$ cat src/rtl/ecc_pkg.sv
`default_nettype none
// ============================================================================
// Module   : ecc_pkg
// Brief    : Shared SECDED helpers: Hamming parity count, codeword width and
//            the controller state encoding.
// Revision : 1.0 - initial parametrised release
// ============================================================================
package ecc_pkg;

    // Controller states
    localparam logic [1:0] c_ST_IDLE = 2'd0;
    localparam logic [1:0] c_ST_RD   = 2'd1;
    localparam logic [1:0] c_ST_DEC  = 2'd2;
    localparam logic [1:0] c_ST_WB   = 2'd3;

    // Smallest r with 2**r >= dw + r + 1. Seven steps cover data widths up to 64.
    function automatic int ecc_p(input int dw);
        int r;
        r = 1;
        for (int i = 0; i < 7; i++) begin
            if ((1 << r) < (dw + r + 1)) begin
                r = r + 1;
            end
        end
        return r;
    endfunction

    // Hamming bits plus the overall parity bit
    function automatic int ecc_cw(input int dw);
        return dw + ecc_p(dw) + 1;
    endfunction

endpackage
`default_nettype wire

$ cat src/rtl/secded_codec.sv
`default_nettype none
// ============================================================================
// Module   : secded_codec
// Brief    : Combinational SECDED encoder and decoder. Codeword bit i-1 holds
//            Hamming position i; parity at powers of two, data ascending in
//            the remaining slots, MSB is the overall parity.
// Revision : 1.0 - initial parametrised release
// ============================================================================
module secded_codec
    import ecc_pkg::*;
#(
    parameter int DATA_WIDTH = 8
) (
    input  logic [DATA_WIDTH-1:0]         i_enc_data,
    output logic [ecc_cw(DATA_WIDTH)-1:0] o_enc_cw,
    input  logic [ecc_cw(DATA_WIDTH)-1:0] i_dec_cw,
    output logic [DATA_WIDTH-1:0]         o_dec_data,
    output logic                          o_dec_sbe,
    output logic                          o_dec_dbe,
    output logic [ecc_cw(DATA_WIDTH)-1:0] o_dec_cw_fixed
);

    localparam int c_P  = ecc_p(DATA_WIDTH);
    localparam int c_N  = DATA_WIDTH + c_P;

    logic [c_N-1:0] w_placed;      // data in its slots, zeros at parity slots
    logic [c_P-1:0] w_par;
    logic [c_N-1:0] w_enc_body;
    logic [c_P-1:0] w_syn;
    logic           w_pe;
    logic [c_N-1:0] w_flip;
    logic [c_N-1:0] w_fixed_body;

    // Position gp (1-based) carries data bit gp - floor(log2(gp)) - 2 when it
    // is not a power of two; floor(log2(gp)) + 1 equals $clog2(gp + 1).
    generate
        for (genvar gp = 1; gp <= c_N; gp++) begin : g_place
            if ((gp & (gp - 1)) == 0) begin : g_par_slot
                assign w_placed[gp-1] = 1'b0;
            end else begin : g_data_slot
                assign w_placed[gp-1]                    = i_enc_data[gp - $clog2(gp + 1) - 1];
                assign o_dec_data[gp - $clog2(gp + 1) - 1] = w_fixed_body[gp-1];
            end
        end
    endgenerate

    // Parity bit k covers every position whose index has bit k set
    always_comb begin
        w_par = '0;
        for (int k = 0; k < c_P; k++) begin
            for (int pos = 1; pos <= c_N; pos++) begin
                if (((pos >> k) & 1) == 1) begin
                    w_par[k] = w_par[k] ^ w_placed[pos-1];
                end
            end
        end
    end

    // Drop the parity bits into their power-of-two slots
    always_comb begin
        w_enc_body = w_placed;
        for (int k = 0; k < c_P; k++) begin
            w_enc_body[(1 << k) - 1] = w_par[k];
        end
    end

    assign o_enc_cw = {^w_enc_body, w_enc_body};

    // Syndrome: XOR of the positions of all set bits equals the error position
    always_comb begin
        w_syn = '0;
        for (int k = 0; k < c_P; k++) begin
            for (int pos = 1; pos <= c_N; pos++) begin
                if (((pos >> k) & 1) == 1) begin
                    w_syn[k] = w_syn[k] ^ i_dec_cw[pos-1];
                end
            end
        end
    end

    assign w_pe = ^i_dec_cw;

    // Flip the addressed position only when overall parity says one bit is bad
    always_comb begin
        w_flip = '0;
        if (w_pe) begin
            for (int pos = 1; pos <= c_N; pos++) begin
                if (int'(w_syn) == pos) begin
                    w_flip[pos-1] = 1'b1;
                end
            end
        end
    end

    assign w_fixed_body   = i_dec_cw[c_N-1:0] ^ w_flip;
    // Overall bit is recomputed, which also repairs an error in the MSB alone
    assign o_dec_cw_fixed = {^w_fixed_body, w_fixed_body};
    assign o_dec_sbe      = w_pe;
    assign o_dec_dbe      = !w_pe && (w_syn != '0);

endmodule
`default_nettype wire

$ cat src/rtl/ecc_ram_secded_scrub.sv
`default_nettype none
// ============================================================================
// Module   : ecc_ram_secded_scrub
// Brief    : Single-port SECDED RAM with read correction, single-bit
//            writeback, background scrubbing, error injection and saturating
//            error counters behind a ready/valid request port.
// Revision : 1.0 - initial parametrised release
// ============================================================================
module ecc_ram_secded_scrub
    import ecc_pkg::*;
#(
    parameter int ADDR_WIDTH     = 4,
    parameter int DATA_WIDTH     = 8,
    parameter int SCRUB_INTERVAL = 256,
    parameter int CNT_WIDTH      = 8
) (
    input  logic                          clk,
    input  logic                          rst,
    input  logic                          req_valid,
    output logic                          req_ready,
    input  logic                          req_we,
    input  logic [ADDR_WIDTH-1:0]         req_addr,
    input  logic [DATA_WIDTH-1:0]         req_wdata,
    input  logic                          inj_en,
    input  logic [ecc_cw(DATA_WIDTH)-1:0] inj_mask,
    input  logic                          scrub_en,
    input  logic                          cnt_clr,
    output logic                          rsp_valid,
    output logic [DATA_WIDTH-1:0]         rsp_rdata,
    output logic                          rsp_sbe,
    output logic                          rsp_dbe,
    output logic [CNT_WIDTH-1:0]          sbe_count,
    output logic [CNT_WIDTH-1:0]          dbe_count,
    output logic [ADDR_WIDTH-1:0]         err_addr
);

    localparam int c_CW    = ecc_cw(DATA_WIDTH);
    localparam int c_DEPTH = 1 << ADDR_WIDTH;
    localparam int c_TW    = $clog2(SCRUB_INTERVAL);
    localparam logic [c_TW-1:0] c_TIMER_LAST = c_TW'(SCRUB_INTERVAL - 1);

    logic [c_CW-1:0]       r_mem [c_DEPTH];
    logic [1:0]            r_state;
    logic [1:0]            w_state_next;
    logic [ADDR_WIDTH-1:0] r_op_addr;
    logic                  r_op_scrub;
    logic [c_CW-1:0]       r_rd_cw;
    logic [c_CW-1:0]       r_wb_cw;
    logic                  r_rsp_valid;
    logic [DATA_WIDTH-1:0] r_rsp_rdata;
    logic                  r_rsp_sbe;
    logic                  r_rsp_dbe;
    logic [CNT_WIDTH-1:0]  r_sbe_cnt;
    logic [CNT_WIDTH-1:0]  r_dbe_cnt;
    logic [ADDR_WIDTH-1:0] r_err_addr;
    logic [c_TW-1:0]       r_timer;
    logic                  r_scrub_pending;
    logic [ADDR_WIDTH-1:0] r_scrub_addr;

    logic                  w_user_write;
    logic                  w_user_read;
    logic                  w_scrub_launch;
    logic                  w_mem_we;
    logic [ADDR_WIDTH-1:0] w_mem_addr;
    logic [c_CW-1:0]       w_mem_wdata;
    logic [c_CW-1:0]       w_enc_cw;
    logic [DATA_WIDTH-1:0] w_dec_data;
    logic                  w_dec_sbe;
    logic                  w_dec_dbe;
    logic [c_CW-1:0]       w_dec_cw_fixed;
    logic                  w_in_dec;

    secded_codec #(
        .DATA_WIDTH (DATA_WIDTH)
    ) u_codec (
        .i_enc_data     (req_wdata),
        .o_enc_cw       (w_enc_cw),
        .i_dec_cw       (r_rd_cw),
        .o_dec_data     (w_dec_data),
        .o_dec_sbe      (w_dec_sbe),
        .o_dec_dbe      (w_dec_dbe),
        .o_dec_cw_fixed (w_dec_cw_fixed)
    );

    assign w_in_dec = (r_state == c_ST_DEC);

    // State register
    always_ff @(posedge clk) begin
        if (rst) begin
            r_state <= c_ST_IDLE;
        end else begin
            r_state <= w_state_next;
        end
    end

    // Next state: reads walk RD -> DEC, then WB only when a correction is due
    always_comb begin
        w_state_next = r_state;
        case (r_state)
            c_ST_IDLE: if (w_user_read || w_scrub_launch) w_state_next = c_ST_RD;
            c_ST_RD:   w_state_next = c_ST_DEC;
            c_ST_DEC:  w_state_next = w_dec_sbe ? c_ST_WB : c_ST_IDLE;
            c_ST_WB:   w_state_next = c_ST_IDLE;
            default:   w_state_next = c_ST_IDLE;
        endcase
    end

    // Handshake, scrub launch and the single array write port
    always_comb begin
        req_ready      = (r_state == c_ST_IDLE) && !rst;
        w_user_write   = req_ready && req_valid && req_we;
        w_user_read    = req_ready && req_valid && !req_we;
        // User traffic wins: a scrub only starts on a cycle with no request
        w_scrub_launch = req_ready && scrub_en && r_scrub_pending && !req_valid;
        w_mem_we       = 1'b0;
        w_mem_addr     = req_addr;
        w_mem_wdata    = w_enc_cw ^ (inj_en ? inj_mask : '0);
        if (w_user_write) begin
            w_mem_we = 1'b1;
        end else if ((r_state == c_ST_WB) && !rst) begin
            w_mem_we    = 1'b1;
            w_mem_addr  = r_op_addr;
            w_mem_wdata = r_wb_cw;
        end
    end

    // Storage array and its registered read port; contents survive reset
    always_ff @(posedge clk) begin
        if (w_mem_we) begin
            r_mem[w_mem_addr] <= w_mem_wdata;
        end
        if (r_state == c_ST_RD) begin
            r_rd_cw <= r_mem[r_op_addr];
        end
    end

    // Capture the operation in flight and the codeword to write back
    always_ff @(posedge clk) begin
        if (rst) begin
            r_op_addr  <= '0;
            r_op_scrub <= 1'b0;
            r_wb_cw    <= '0;
        end else begin
            if (w_user_read) begin
                r_op_addr  <= req_addr;
                r_op_scrub <= 1'b0;
            end else if (w_scrub_launch) begin
                r_op_addr  <= r_scrub_addr;
                r_op_scrub <= 1'b1;
            end
            if (w_in_dec) begin
                r_wb_cw <= w_dec_cw_fixed;
            end
        end
    end

    // Read response: one-cycle pulse for user reads, payload held in between
    always_ff @(posedge clk) begin
        if (rst) begin
            r_rsp_valid <= 1'b0;
            r_rsp_rdata <= '0;
            r_rsp_sbe   <= 1'b0;
            r_rsp_dbe   <= 1'b0;
        end else begin
            r_rsp_valid <= 1'b0;
            if (w_in_dec && !r_op_scrub) begin
                r_rsp_valid <= 1'b1;
                r_rsp_rdata <= w_dec_data;
                r_rsp_sbe   <= w_dec_sbe;
                r_rsp_dbe   <= w_dec_dbe;
            end
        end
    end

    // Saturating error counters and last-error address; clear beats an event
    always_ff @(posedge clk) begin
        if (rst) begin
            r_sbe_cnt  <= '0;
            r_dbe_cnt  <= '0;
            r_err_addr <= '0;
        end else begin
            if (cnt_clr) begin
                r_sbe_cnt <= '0;
                r_dbe_cnt <= '0;
            end else begin
                if (w_in_dec && w_dec_sbe && (r_sbe_cnt != '1)) begin
                    r_sbe_cnt <= r_sbe_cnt + 1'b1;
                end
                if (w_in_dec && w_dec_dbe && (r_dbe_cnt != '1)) begin
                    r_dbe_cnt <= r_dbe_cnt + 1'b1;
                end
            end
            if (w_in_dec && (w_dec_sbe || w_dec_dbe)) begin
                r_err_addr <= r_op_addr;
            end
        end
    end

    // Scrub timer advances only while enabled and idle; scrub address walks the array
    always_ff @(posedge clk) begin
        if (rst) begin
            r_timer         <= '0;
            r_scrub_pending <= 1'b0;
            r_scrub_addr    <= '0;
        end else begin
            if (w_scrub_launch) begin
                r_scrub_pending <= 1'b0;
            end
            if (scrub_en && (r_state == c_ST_IDLE)) begin
                if (r_timer == c_TIMER_LAST) begin
                    r_timer         <= '0;
                    r_scrub_pending <= 1'b1;
                end else begin
                    r_timer <= r_timer + 1'b1;
                end
            end
            if (w_in_dec && r_op_scrub) begin
                r_scrub_addr <= r_scrub_addr + 1'b1;
            end
        end
    end

    assign rsp_valid = r_rsp_valid;
    assign rsp_rdata = r_rsp_rdata;
    assign rsp_sbe   = r_rsp_sbe;
    assign rsp_dbe   = r_rsp_dbe;
    assign sbe_count = r_sbe_cnt;
    assign dbe_count = r_dbe_cnt;
    assign err_addr  = r_err_addr;

endmodule
`default_nettype wire

$ cat config.mk
export PLATFORM = sky130hd
export DESIGN_NAME = ecc_ram_secded_scrub
export DESIGN_NICKNAME = d
export VERILOG_FILES = /design/src/rtl/ecc_pkg.sv /design/src/rtl/secded_codec.sv /design/src/rtl/ecc_ram_secded_scrub.sv
export SDC_FILE = /design/constraint.sdc
export NUM_CORES = 1
export LEC_CHECK = 0
export CORE_UTILIZATION = 30
export CTS_CLUSTER_SIZE = 14
export DETAILED_ROUTE_END_ITERATION = 8
export PLACE_DENSITY = 0.47
export SLEW_MARGIN = 40
export SYNTH_ARGS = -nofsm -noshare
export SYNTH_HDL_FRONTEND = slang
export SYNTH_HIERARCHICAL = 1
export SYNTH_SLANG_ARGS = --single-unit
export TNS_END_PERCENT = 30
$ cat constraint.sdc
create_clock -name clk -period 3.6 [get_ports clk]
set_clock_uncertainty 0.15 [all_clocks]
set_input_delay 0.54 -clock clk [delete_from_list [all_inputs] [get_ports clk]]
set_output_delay 0.54 -clock clk [all_outputs]
set_load 0.03 [all_outputs]
## Yosys cells after proc, flatten, opt, wreduce, memory -nomap -nowiden

Memories as Yosys holds them, arrays and structs flattened. A register that Yosys moved wholly into a read port is not among the register bits.
Cells that the tools add are included.
Widths: inputs -> output; s select.

- $add $sub $neg: 4
- Muxes and demuxes: 32
- Bitwise logic cells: 34
- Equal/unequal tests: 19
- Reduce and logical (&&, ||, !) cells: 32

Operator list:

| cell | number |
|---|---|
| $mux 13 | 3 |
| $eq 4x4->1 const B | 8 |
| $xor 1x1->1 | 32 |
| $add 8x1->8 const B | 3 |
| $reduce_xor 12->1 | 2 |
| $mux 1 | 20 |
| $logic_and 1x1->1 | 17 |
| $mux 4 | 4 |
| $ne 8x8->1 const B | 2 |
| $reduce_xor 13->1 | 1 |
| $xor 13x13->13 | 1 |
| $eq 4x3->1 const B | 3 |
| $mux 12 | 1 |
| $xor 12x12->12 | 1 |
| $eq 8x8->1 const B | 1 |
| $mux 8 | 1 |
| $pmux 2 s4 | 1 |
| $logic_not 1->1 | 5 |
| $add 4x1->4 const B | 1 |
| $eq 2x2->1 const B | 2 |
| $eq 4x2->1 const B | 1 |
| $mux 2 | 2 |
| $reduce_bool 4->1 | 1 |
| $reduce_or 2->1 | 2 |
| other kinds (5) | 6 |

- Input bits: 32
- Memories: 1
- Output and inout bits: 32
- Register bits after elaboration: 64
- Memory bits (writable): 208
- Logic and storage cells: 136

Memory list:

| name | words | width | rd ports | clocked after memory_dff | wr ports | RTL line | source |
|---|---|---|---|---|---|---|---|
| r_mem | 16 | 13 | 1 | 1 | 1 | ecc_ram_secded_scrub.sv:42 | `logic [c_CW-1:0] r_mem [c_DEPTH];` |

## Logic depth before layout (Yosys ltp)

Gate-level depths: netlist (run 1).

- Depth in word-level cells: 10
- Gate-level depth with buffers: 10
- Depth with buffers taken out: 9

## Modules after synthesis

Netlist (run 1), hierarchy kept.

By module, submodules not included:

| module | times used | area an instance (um^2) | cells an instance |
|---|---|---|---|
| ecc_ram_secded_scrub | 1 | 11602.4 | 768 |
| secded_codec | 1 | 929.6 | 100 |

## Least setup slack after synthesis (run 1)

No wires, ideal clock.

- Path kind: flip-flop to flip-flop
- From: register r_rd_cw[2] (read register of r_mem)
- To: register r_sbe_cnt[4] (netlist: sbe_count[4])
- Path buffers: 1
- Cell stages (with the launch flop): 10
- Arrival: 2721 ps
- Slack: 602 ps
- Data required time: 3322 ps
- Setup time: 128 ps
- Path through: edfxtp_1 xnor3_2 xnor3_2 xnor2_2 buf_6 xnor2_1 nand4b_1 a211oi_1 xnor2_1 nor2_1

- Cells in the longest elaborated chain, start to end: 3

RTL lines:

| element | RTL line | source |
|---|---|---|
| start, declared | ecc_ram_secded_scrub.sv:47 | `logic [c_CW-1:0] r_rd_cw;` |
| $reduce_xor 13->1 | secded_codec.sv:81 | `assign w_pe = ^i_dec_cw;` |
| net w_dec_sbe | ecc_ram_secded_scrub.sv:68 | `logic w_dec_sbe;` |
| $logic_and 1x1->1 (2 in a row) | ecc_ram_secded_scrub.sv:186 | `if (w_in_dec && w_dec_sbe && (r_sbe_cnt != '1)) begin` |
| end signal, assigned | ecc_ram_secded_scrub.sv:187 | `r_sbe_cnt <= r_sbe_cnt + 1'b1;` |
| end, declared | ecc_ram_secded_scrub.sv:53 | `logic [CNT_WIDTH-1:0] r_sbe_cnt;` |

The timed path passes the listed nets, and every way through them passes these cells.
A chain may end at the register's enable or synchronous reset.

## Worst setup path in the final report (run 1)

- From: register r_rd_cw[2] (read register of r_mem)
- To: register r_dbe_cnt[7] (netlist: dbe_count[7])

- Cells in the longest elaborated chain, start to end: 9

RTL lines:

| element | RTL line | source |
|---|---|---|
| $xor 1x1->1 (5 in a row) | secded_codec.sv:75 | `w_syn[k] = w_syn[k] ^ i_dec_cw[pos-1];` |
| $reduce_bool 4->1 | secded_codec.sv:99 | `assign o_dec_dbe = !w_pe && (w_syn != '0);` |
| $logic_and 1x1->1 * | secded_codec.sv:99 |  |
| net w_dec_dbe | ecc_ram_secded_scrub.sv:69 | `logic w_dec_dbe;` |
| $logic_and 1x1->1 * (2 in a row) | ecc_ram_secded_scrub.sv:189 | `if (w_in_dec && w_dec_dbe && (r_dbe_cnt != '1)) begin` |
| end signal, assigned | ecc_ram_secded_scrub.sv:190 | `r_dbe_cnt <= r_dbe_cnt + 1'b1;` |
| end, declared | ecc_ram_secded_scrub.sv:54 | `logic [CNT_WIDTH-1:0] r_dbe_cnt;` |

The timed path passes the listed nets; every way through them passes the cells marked *.

==> results of run 1 <==
-- layout by cell type (no fill, tap or decap), drive strengths merged, types with 3 or more instances in the layout --
cell type        n
xnor2           33
and4             4
and3             4
inv              5
buf             54
a21oi           47
nand2          104
o211ai           3
nand3           37
dfxtp           64
a211oi          10
nor3             5
clkdlybuf4s50   62
xnor3            5
mux4            52
nor4             6
xor2            40
mux2i           14
a22oi           26
bufinv           3
nand4           16
clkbuf          49
nand4b           3
clkinv           3
o21ai           17
ha               4
and2             6
nor2b            9
nor2            48
edfxtp         221
-- per-stage QoR --
step	hold WS, ns	total power, mW
finish	0.306	7.69
global route	0.330	7.98
CTS	0.311	7.81
detailed placement	0.301	4.64
global placement	0.298	4.64
floorplan	0.287	4.34
-- area by class of cell --
class,instances,area [sq um]
repair buffers,116,1040
multi-input cells,517,4220
clock buffers,49,883
inverters,4,15.0
flip-flops and latches,285,7920
fillers,3945,26200
clock inverters,7,121
well taps,532,666
-- worst paths after layout --
| path | end | slack (ns) | depth (start not counted) |
|---|---|---|---|
| worst max-delay path | dbe_count[7] | 0.55 | 8 |
| worst min-delay path | rsp_dbe | 0.31 | 2 |
| worst max register to register | dbe_count[7] | 0.55 | 8 |
| worst min register to register | rsp_dbe | 0.31 | 2 |
-- registers in the layout, summed over array words and instances (netlist names) --
name / cells
rsp_valid: 1
dbe_count: 8
r_wb_cw: 13
err_addr: 4
sbe_count: 8
r_timer: 8
r_op_addr: 4
r_rd_cw: 13
r_state: 2
r_scrub_pending: 1
rsp_sbe: 1
r_mem: 208
r_scrub_addr: 4
rsp_rdata: 8
rsp_dbe: 1
r_op_scrub: 1
-- critical path, cell delays in order (launching register included) --
cell	delay (ns)
edfxtp_1	0.42
xnor3_2	0.48
xnor3_2	0.44
xnor2_2	0.23
mux2i_1	0.41
nand4b_1	0.20
nor4_1	0.33
mux2i_1	0.23
nor2_1	0.05
-- report_power, final --
group          internal (mW)  switching (mW)  total (mW)
Combinational          0.324           0.498       0.822
Sequential              3.70          0.0416        3.74
Clock                   1.89            1.24        3.13
Total                   5.91            1.78        7.69
-- per-layer routing --
| layer | vias to the layer above | wire length (um) | part of all wire |
|---|---|---|---|
| li1 | 3464 | - | - |
| met3 | 33 | 1320 | 0.043 |
| met1 | 3708 | 14800 | 0.48 |
| met4 | 0 | 545 | 0.018 |
| met2 | 154 | 14100 | 0.46 |
| met5 | - | 0 | 0 |
-- kinds of logic after synthesis --
group,after synthesis,synth area share
multiplexers,67,0.109
AO/OA/AOI/OAI,114,0.0579
flip-flops,285,0.632
buffers and inverters,66,0.0321
AND/OR/NAND/NOR,253,0.0995
XOR/XNOR,79,0.0658
adder cells (fa/ha/maj),4,0.00399
==> qor.yml, run 1 <==
clock_network:
  cts.clk_slew.worst_paths_ns: 0.06
  cts-resized-gates: 0
  htreeDepth: 1
  numClockSinks: 285
  cts_tree: "built"
  cts_made_buffers: 31
  cts_root_buf: "clkbuf_16"
  clock_latency_ns: 0.58
  cts_setup_buffers: 0
  ctsHoldBuffers: 0
  clk_path_buf_depth: 3
global_routing:
  grt-busiest-layer: "met2"
  met3_usage: 0.0241
  grt_use_met1: 0.214
  grt_util_all_layers: 0.147
  use_met2: 0.230
  grt_pass1_vias: 7415
  grt_start_max_net_pins: 49
  gr-total-overflow: 0
  antenna_found_initial: 0
  grt_pass1_wl_um: 46500
floorplanning:
  core_region_area_sq_um: 41000
  rows: 74
  initial_core_util: 0.306
  die_h_um: 206
  io_pins: 64
  fp.dieW_um: 206
  fp.dieArea_sq_um: 42600
final_layout:
  drive_gt1_frac: 0.168
  design_area_sq_um: 14900
  final_cell_count_no_fill: 1510
  syn2layout_area_growth_pct: 18.6
  num_antenna_cells: 0
  utilization: 0.362
  layout.nets: 991
worst_setup_path:
  cp-end-kind: "flip-flop"
  crit_fanout: 4
  worstPathArrival_ns: 3.35
  startpoint: "r_rd_cw[2]"
  r2r_start: "r_rd_cw[2]"
  path_class: "reg -> reg"
  critPathLaunchType: "flip-flop"
  cp.required_ns: 3.89
timing:
  hold_viol: 0
  final-setup-viol-count: 0
  fin_crit_ns: 3.05
  fin_crit_sh: 0.849
  setup_tns_ns: 0
  rsz0062_at_grt: "no"
  slew-limit-headroom: 0.510
  fmax_ghz: 0.327
  worst_pin_slew_ns: 0.735
  fin_ws_ns: 0.545
  drv_slew: 0
detailed_routing:
  drcViolationCount: 18
  routedWlPerCell_um: 20.4
  viasPerCell: 4.87
  drt-initial-drc-count: 453
  via_count: 7359
  wirelength_um: 30700
  detail-route-antenna-nets: 0
  drt_first_pass_iters: 7
logic_synthesis:
  postSynthCellCount: 868
  synth-seq-cells: 285
  synthFlopType: "edfxtp_1"
  synth_edf_count: 221
  synth-async-reset-ratio: 0
  synth_most_common_cell: "edfxtp_1"
  ys_types: 62
  synth.net_count: 904
  synth_area_leaders: "edfxtp_1 (53%), dfxtp_1 (10%), mux4_2 (7.4%)"
  synthesis.area_sq_um: 12500
  synth_top_cells_by_count: "edfxtp_1 (221), nand2_1 (103), dfxtp_1 (64)"
  synth_area_leader_cell: "edfxtp_1"
  avgSynthCellArea_sq_um: 14.4
  synth-seq-area-share: 0.632
  synth_top_area_share: 0.530
  yosysWarnings: 6
pwr:
  power_density_nw_per_um2: 518
  power_leakage_nw: 4.82
  max-vdd-ir-drop_mv: 0.337
status:
  status: "finished with violations"
  violations: "DRC"
run:
  max_cap_violations: 0
placement:
  dpl_cell_area_sq_um: 13900
  gp_congestion: 0.771
  port_buffers: 63
  place_ws_ns: 0.505
  hpwl_um: 19700
  dp.cells: 1454
min_path:
  hold_class: "reg -> reg"
  hp-start: "rsp_dbe"
Power figures use the tool's default switching activity.
==> run 2, diff against run 1 <==
==> constraint.sdc (replaced) <==
create_clock -name clk -period 3 [get_ports clk]
set_clock_uncertainty 0.15 [all_clocks]
set_input_delay 0.45 -clock clk [delete_from_list [all_inputs] [get_ports clk]]
set_output_delay 0.45 -clock clk [all_outputs]
set_load 0.03 [all_outputs]
==> qor.yml, run 2 (same netlist as run 1, synthesis figures left out) <==
floorplanning:
  initial_core_util: 0.306
  fp.dieW_um: 206
  io_pins: 64
  fp.dieArea_sq_um: 42600
  die_h_um: 206
  core_region_area_sq_um: 41000
  rows: 74
timing:
  rsz0062_at_grt: "yes"
  hold_viol: 0
  fin_crit_ns: 2.88
  fmax_ghz: 0.347
  setup_tns_ns: 0
  final-setup-viol-count: 0
  fin_crit_sh: 0.961
  slew-limit-headroom: 0.486
  drv_slew: 0
  worst_pin_slew_ns: 0.769
detailed_routing:
  via_count: 7436
  wirelength_um: 31500
  viasPerCell: 4.88
  drt-initial-drc-count: 528
  drt_first_pass_iters: 9
  drcViolationCount: 18
  detail-route-antenna-nets: 0
  routedWlPerCell_um: 20.7
clock_network:
  cts_root_buf: "clkbuf_16"
  numClockSinks: 285
  cts_made_buffers: 30
  ctsHoldBuffers: 0
  clock_latency_ns: 0.57
  cts.clk_slew.worst_paths_ns: 0.06
  cts_tree: "built"
  clk_path_buf_depth: 3
  htreeDepth: 1
pwr:
  pwr-share-comb: 0.115
  power_leakage_nw: 4.93
  max-vdd-ir-drop_mv: 0.392
  total_power_mw: 9.35
  seq_power_share: 0.479
  p_switching_mw: 2.22
  power_density_nw_per_um2: 619
  clkPwrFrac: 0.406
  power.internal_mw: 7.12
  netSwitchingFraction: 0.238
min_path:
  min_path_cells: 2
  hold_class: "in -> reg"
  hold_end: "r_op_addr[1]"
  hp-start: "rst"
global_routing:
  grt_use_met1: 0.217
  grt_util_all_layers: 0.151
  gr-total-overflow: 0
  antenna_found_initial: 2
  use_met2: 0.236
  grt_start_max_net_pins: 47
  met3_usage: 0.0252
  grt_pass1_wl_um: 47200
  grt_pass1_vias: 7305
  grt-busiest-layer: "met2"
final_layout:
  final_common_cell: "edfxtp_1"
  drive_gt1_frac: 0.192
  multi_input_area_sq_um: 4270
  layout.nets: 1007
  num_antenna_cells: 0
  layout_common_cells: "edfxtp_1 (221), nand2_1 (103), buf_4 (64)"
  fillers: 3912
  largest_reg_flops: 208
  syn2layout_area_growth_pct: 20.5
  top_register: "r_mem"
  reg_top3: "r_mem x208, r_rd_cw x13, r_wb_cw x13"
  register_area_sq_um: 7920
worst_setup_path:
  worstPathArrival_ns: 3.23
  timing.rr.end: "rsp_rdata[2]"
  cp-end-kind: "flip-flop"
  cp.required_ns: 3.35
  crit_fanout: 9
  r2r_cells: 9
  r2r_start: "r_rd_cw[0]"
  path_class: "reg -> reg"
  rrSetupSlack_ns: 0.12
  critPathLaunchType: "flip-flop"
status:
  status: "finished with violations"
  violations: "DRC"
run:
  max_cap_violations: 0
placement:
  hpwl_um: 20100
  port_buffers: 63
  gp_congestion: 0.766
==> run 2: how the worst max path moves through the flow <==
stage | startpoint | to | slack [ns]
after floorplan | r_rd_cw[2] | sbe_count[4] | 0.002
after global placement | r_rd_cw[0] | sbe_count[4] | -0.04
after detailed placement | r_rd_cw[0] | sbe_count[4] | -0.11
after CTS | r_rd_cw[0] | dbe_count[7] | 0.002
after global routing | r_rd_cw[0] | rsp_rdata[2] | -0.01
final | r_rd_cw[0] | rsp_rdata[2] | 0.12
==> run 2: power by group through the flow <==
| stage | clock network [mW] | logic, mW | registers [mW] |
|---|---|---|---|
| after floorplan | 0 | 0.651 | 4.56 |
| after global placement | 0 | 1.05 | 4.56 |
| after detailed placement | 0 | 1.05 | 4.56 |
| after CTS | 3.89 | 1.06 | 4.48 |
| after global routing | 4.04 | 1.17 | 4.48 |
| final | 3.80 | 1.07 | 4.48 |
==> run 2: layer usage <==
| layer | vias to the layer above | share of wire |
|---|---|---|
| met2 | 190 | 0.45 |
| li1 | 3483 | - |
| met4 | 0 | 0.019 |
| met5 | - | 0 |
| met1 | 3725 | 0.47 |
| met3 | 38 | 0.056 |
==> run 2: worst max-delay path, stage by stage, from the launching register on <==
cell and delay, ns:
edfxtp_1 0.43, xnor3_2 0.41, xnor3_2 0.45, xnor2_4 0.29, buf_4 0.26, nand3_2 0.13, nor2_1 0.13, xor2_1 0.33
nand2_1 0.11, a21oi_1 0.13
==> run 2: stage by stage <==
step	std cells	hold WS, ns	area [sq um]	util	worst slack, ns
after CTS	1524	0.00445	15100	0.367	0.00227
after global placement	1470	0.297	14000	0.342	-0.0445
after global routing	1525	0.0231	15100	0.368	-0.00998
after detailed placement	1470	0.301	14000	0.342	-0.106
after floorplan	868	0.287	12500	-	0.00186
final	1525	0.0290	15100	0.368	0.117
==> run 2: repair_timing <==
| action | in CTS | in global routing |
|---|---|---|
| resized for setup | 2 | 6 |
| setup buffers | 0 | 1 |
| pin swaps | 0 | 2 |
| setup endpoints to repair | 8 | 11 |
==> run 2: area by class of cell <==
cell class | instances | share of cell area
clock buffer | 32 | 0.0502
clock inverter | 22 | 0.0160
inverter | 4 | 0.000995
multi-input combinational | 517 | 0.283
sequential | 285 | 0.525
tap | 532 | 0.0441
timing repair buffer | 133 | 0.0812
==> run 3, diff against run 2 <==
--- a/config.mk
+++ b/config.mk
@@ -5,6 +5,7 @@
 export SDC_FILE = /design/constraint.sdc
 export NUM_CORES = 1
 export LEC_CHECK = 0
+export ABC_CLOCK_PERIOD_IN_PS = 3000
 export CORE_UTILIZATION = 30
 export CTS_CLUSTER_SIZE = 14
 export DETAILED_ROUTE_END_ITERATION = 8
==> results of run 3 <==
No change in the layout: final DEF, timing and power equal those of run 2.
==> variant (flow settings as in run 3) <==
Set the parameter `ADDR_WIDTH` to 2 (it was 4).
--- a/src/rtl/ecc_ram_secded_scrub.sv
+++ b/src/rtl/ecc_ram_secded_scrub.sv
@@ -9,7 +9,7 @@
 module ecc_ram_secded_scrub
     import ecc_pkg::*;
 #(
-    parameter int ADDR_WIDTH     = 4,
+    parameter int ADDR_WIDTH     = 2,
     parameter int DATA_WIDTH     = 8,
     parameter int SCRUB_INTERVAL = 256,
     parameter int CNT_WIDTH      = 8
Interface: changed (resized err_addr and req_addr); port bits go from 64 to 60. No check against the original RTL was run, so the function may have changed too.
==> variant against run 3 <==
  * Count of clock-buffer cells in the layout down 14
  * Critical path depth stayed put
  * Setup slack improved by 28 ps
  * Cell area decreased by 51%
  * Sequential cell count is 162 lower
  * Synthesized cell count shrank 40%
  * Routed wire length decreased by 59%
  * Power decreased by 49%
  * Hold slack better by 280 ps
  * Area after synthesis fell by 52%
==> variant: results (changes against run 3) <==
.. list-table::
   :header-rows: 1

   * - Metric
     - Value
   * - Most instantiated cells after synthesis
     - nand2_1 (86), edfxtp_1 (65), dfxtp_1 (58)
   * - Total nets after synthesis
     - 558 (-38%)
   * - Registers with the most flip-flops
     - r_mem (52), r_rd_cw (13), r_wb_cw (13)
   * - Global-route wire length before repair
     - 21,300 µm (-55%)
   * - Reported leakage power
     - 2.56 nW (-48%)
   * - Unique cell type count in the Yosys netlist
     - 54 (-13%)
   * - Antenna diode count
     - 0 (unchanged)
   * - Share of the yosys chip area belonging to registers
     - 52.2% (-11 points)
   * - Fraction of layout cells with a size suffix above 1
     - 15.4% (-3.9 points)
   * - Worst EP arrival
     - 3040 ps (-190 ps)
   * - Clock Path Buffers
     - 2 (-1)
   * - Slew at the pin closest to its max-slew limit
     - 699 ps (-70.7 ps)
   * - Most area-consuming cells after synthesis
     - edfxtp_1 (33%), dfxtp_1 (19%), xor2_1 (6.5%)
   * - Placer congestion estimate
     - 0.783 (+2.2%)
   * - Post-detail-place hpwl
     - 9270 µm (-54%)
   * - Initial DRC count
     - 189 (-64%)
   * - Worst setup slack after placement
     - 65.4 ps (+171 ps)
   * - Number of iterations in the first detailed-routing pass
     - 4 (-5)
   * - Number of buffers inserted by port buffering
     - 59 (-6.3%)
   * - Number of buffers created by CTS
     - 17 (-43%)
   * - Maximum fanout encountered on the critical timing path
     - 5 (-4)
   * - Global-route usage over all layers
     - 13.8% (-1.3 points)
   * - Count of flip-flops with a built-in enable after synthesis
     - 65 (-71%)
   * - Result of the run
     - finished, final reports clean
   * - Nets
     - 625 (-38%)
   * - Detailed Route WL
     - 12,900 µm (-59%)
   * - Pin count of the biggest net entering global routing
     - 45 (-4.3%)
   * - Worst-skew pair later-pin latency
     - 410 ps (-160 ps)
   * - Class of the tightest hold or removal check
     - reg2reg
   * - Vias per cell
     - 4.54 (-6.8%)
   * - Peak ir drop on the vdd network
     - 0.000350 V (-11%)
   * - H-tree levels
     - 4 (+3)
-- variant: cell count changes in the layout (fill, tap and decap cells not counted), moves of 11 or more --
cell       change
o21ai_0       +15
edfxtp_1     -156
a22oi_1       -26
o21ai_1       -11
mux4_1        -11
nand2_1       -17
buf_4         -36
clkbuf_16     -13
nand3_1       -23
a21oi_1       -13
mux4_2        -28
-- variant: layout make-up --
type                            count  area (µm²)
Multi-Input combinational cell    363        2630
Sequential cell                   123        3110
Tap cell                          265         332
Timing Repair Buffer               86         791
Inverter                            1        3.75
Clock inverter                     14         130
Clock buffer                       18         429
Fill cell                        1905       12000
-- variant: metal layers --
metal	share of wire, %	global-route usage, %	vias to the layer above
met5	0	0	-
li1	-	-	1977
met4	1.3	5.32	0
met3	3.5	3.29	12
met1	51	19.0	1870
met2	44	20.8	93
-- variant: timing repair --
action | 4_1_cts | 5_1_grt
resized for setup | 0 | 2
hold buffers | 0 | 0
setup endpoints to repair | 0 | 4
hold endpoints to repair | 0 | 0
setup buffers | 0 | 1
-- variant: worst paths after layout --
check / start / to / slack (ps) / cells after the start
max reg2reg: r_rd_cw[5]$_DFFE_PN_ / sbe_count[5]$_SDFFE_PP0P_ / 150 / 9
min reg2reg: rsp_rdata[0]$_SDFFE_PP0P_ / rsp_rdata[0]$_SDFFE_PP0P_ / 310 / 2
min: rsp_rdata[0]$_SDFFE_PP0P_ / rsp_rdata[0]$_SDFFE_PP0P_ / 310 / 2
max: r_rd_cw[5]$_DFFE_PN_ / sbe_count[5]$_SDFFE_PP0P_ / 150 / 9
-- variant: per-stage QoR --
step | instances | power (W) | area, µm²
2_1_floorplan | 525 | 0.00258 | 5960
3_3_place_gp | 837 | 0.00284 | 6840
3_5_place_dp | 837 | 0.00285 | 6840
4_1_cts | 869 | 0.00481 | 7400
5_1_grt | 870 | 0.00500 | 7430
6_report | 870 | 0.00477 | 7430
-- variant: critical path, cell delays in order, from the launching register on --
cell and delay (ps):
edfxtp_1 440, xnor2_1 230, xnor3_2 530, xnor2_4 170
buf_4 150, xnor2_1 210, and3b_2 280, o211ai_4 110
or3_1 350, a21oi_1 160
-- variant: power breakdown --
| part | switching, W | total, W | internal (W) |
|---|---|---|---|
| logic | 0.000496 | 0.000916 | 0.000419 |
| clock network | 0.000743 | 0.00195 | 0.00121 |
| registers | 0.0000408 | 0.00191 | 0.00187 |
| total | 0.00128 | 0.00477 | 0.00349 |
-- variant: kinds of logic after synthesis --
group                    after synthesis  share of synthesized area, %
AO/OA/AOI/OAI                         71                          7.28
XOR/XNOR                              82                          14.3
adder cells (fa/ha/maj)                3                         0.630
buffers and inverters                 39                          3.99
flip-flops                           123                          52.2
multiplexers                          22                          6.44
AND/OR/NAND/NOR                      185                          15.2
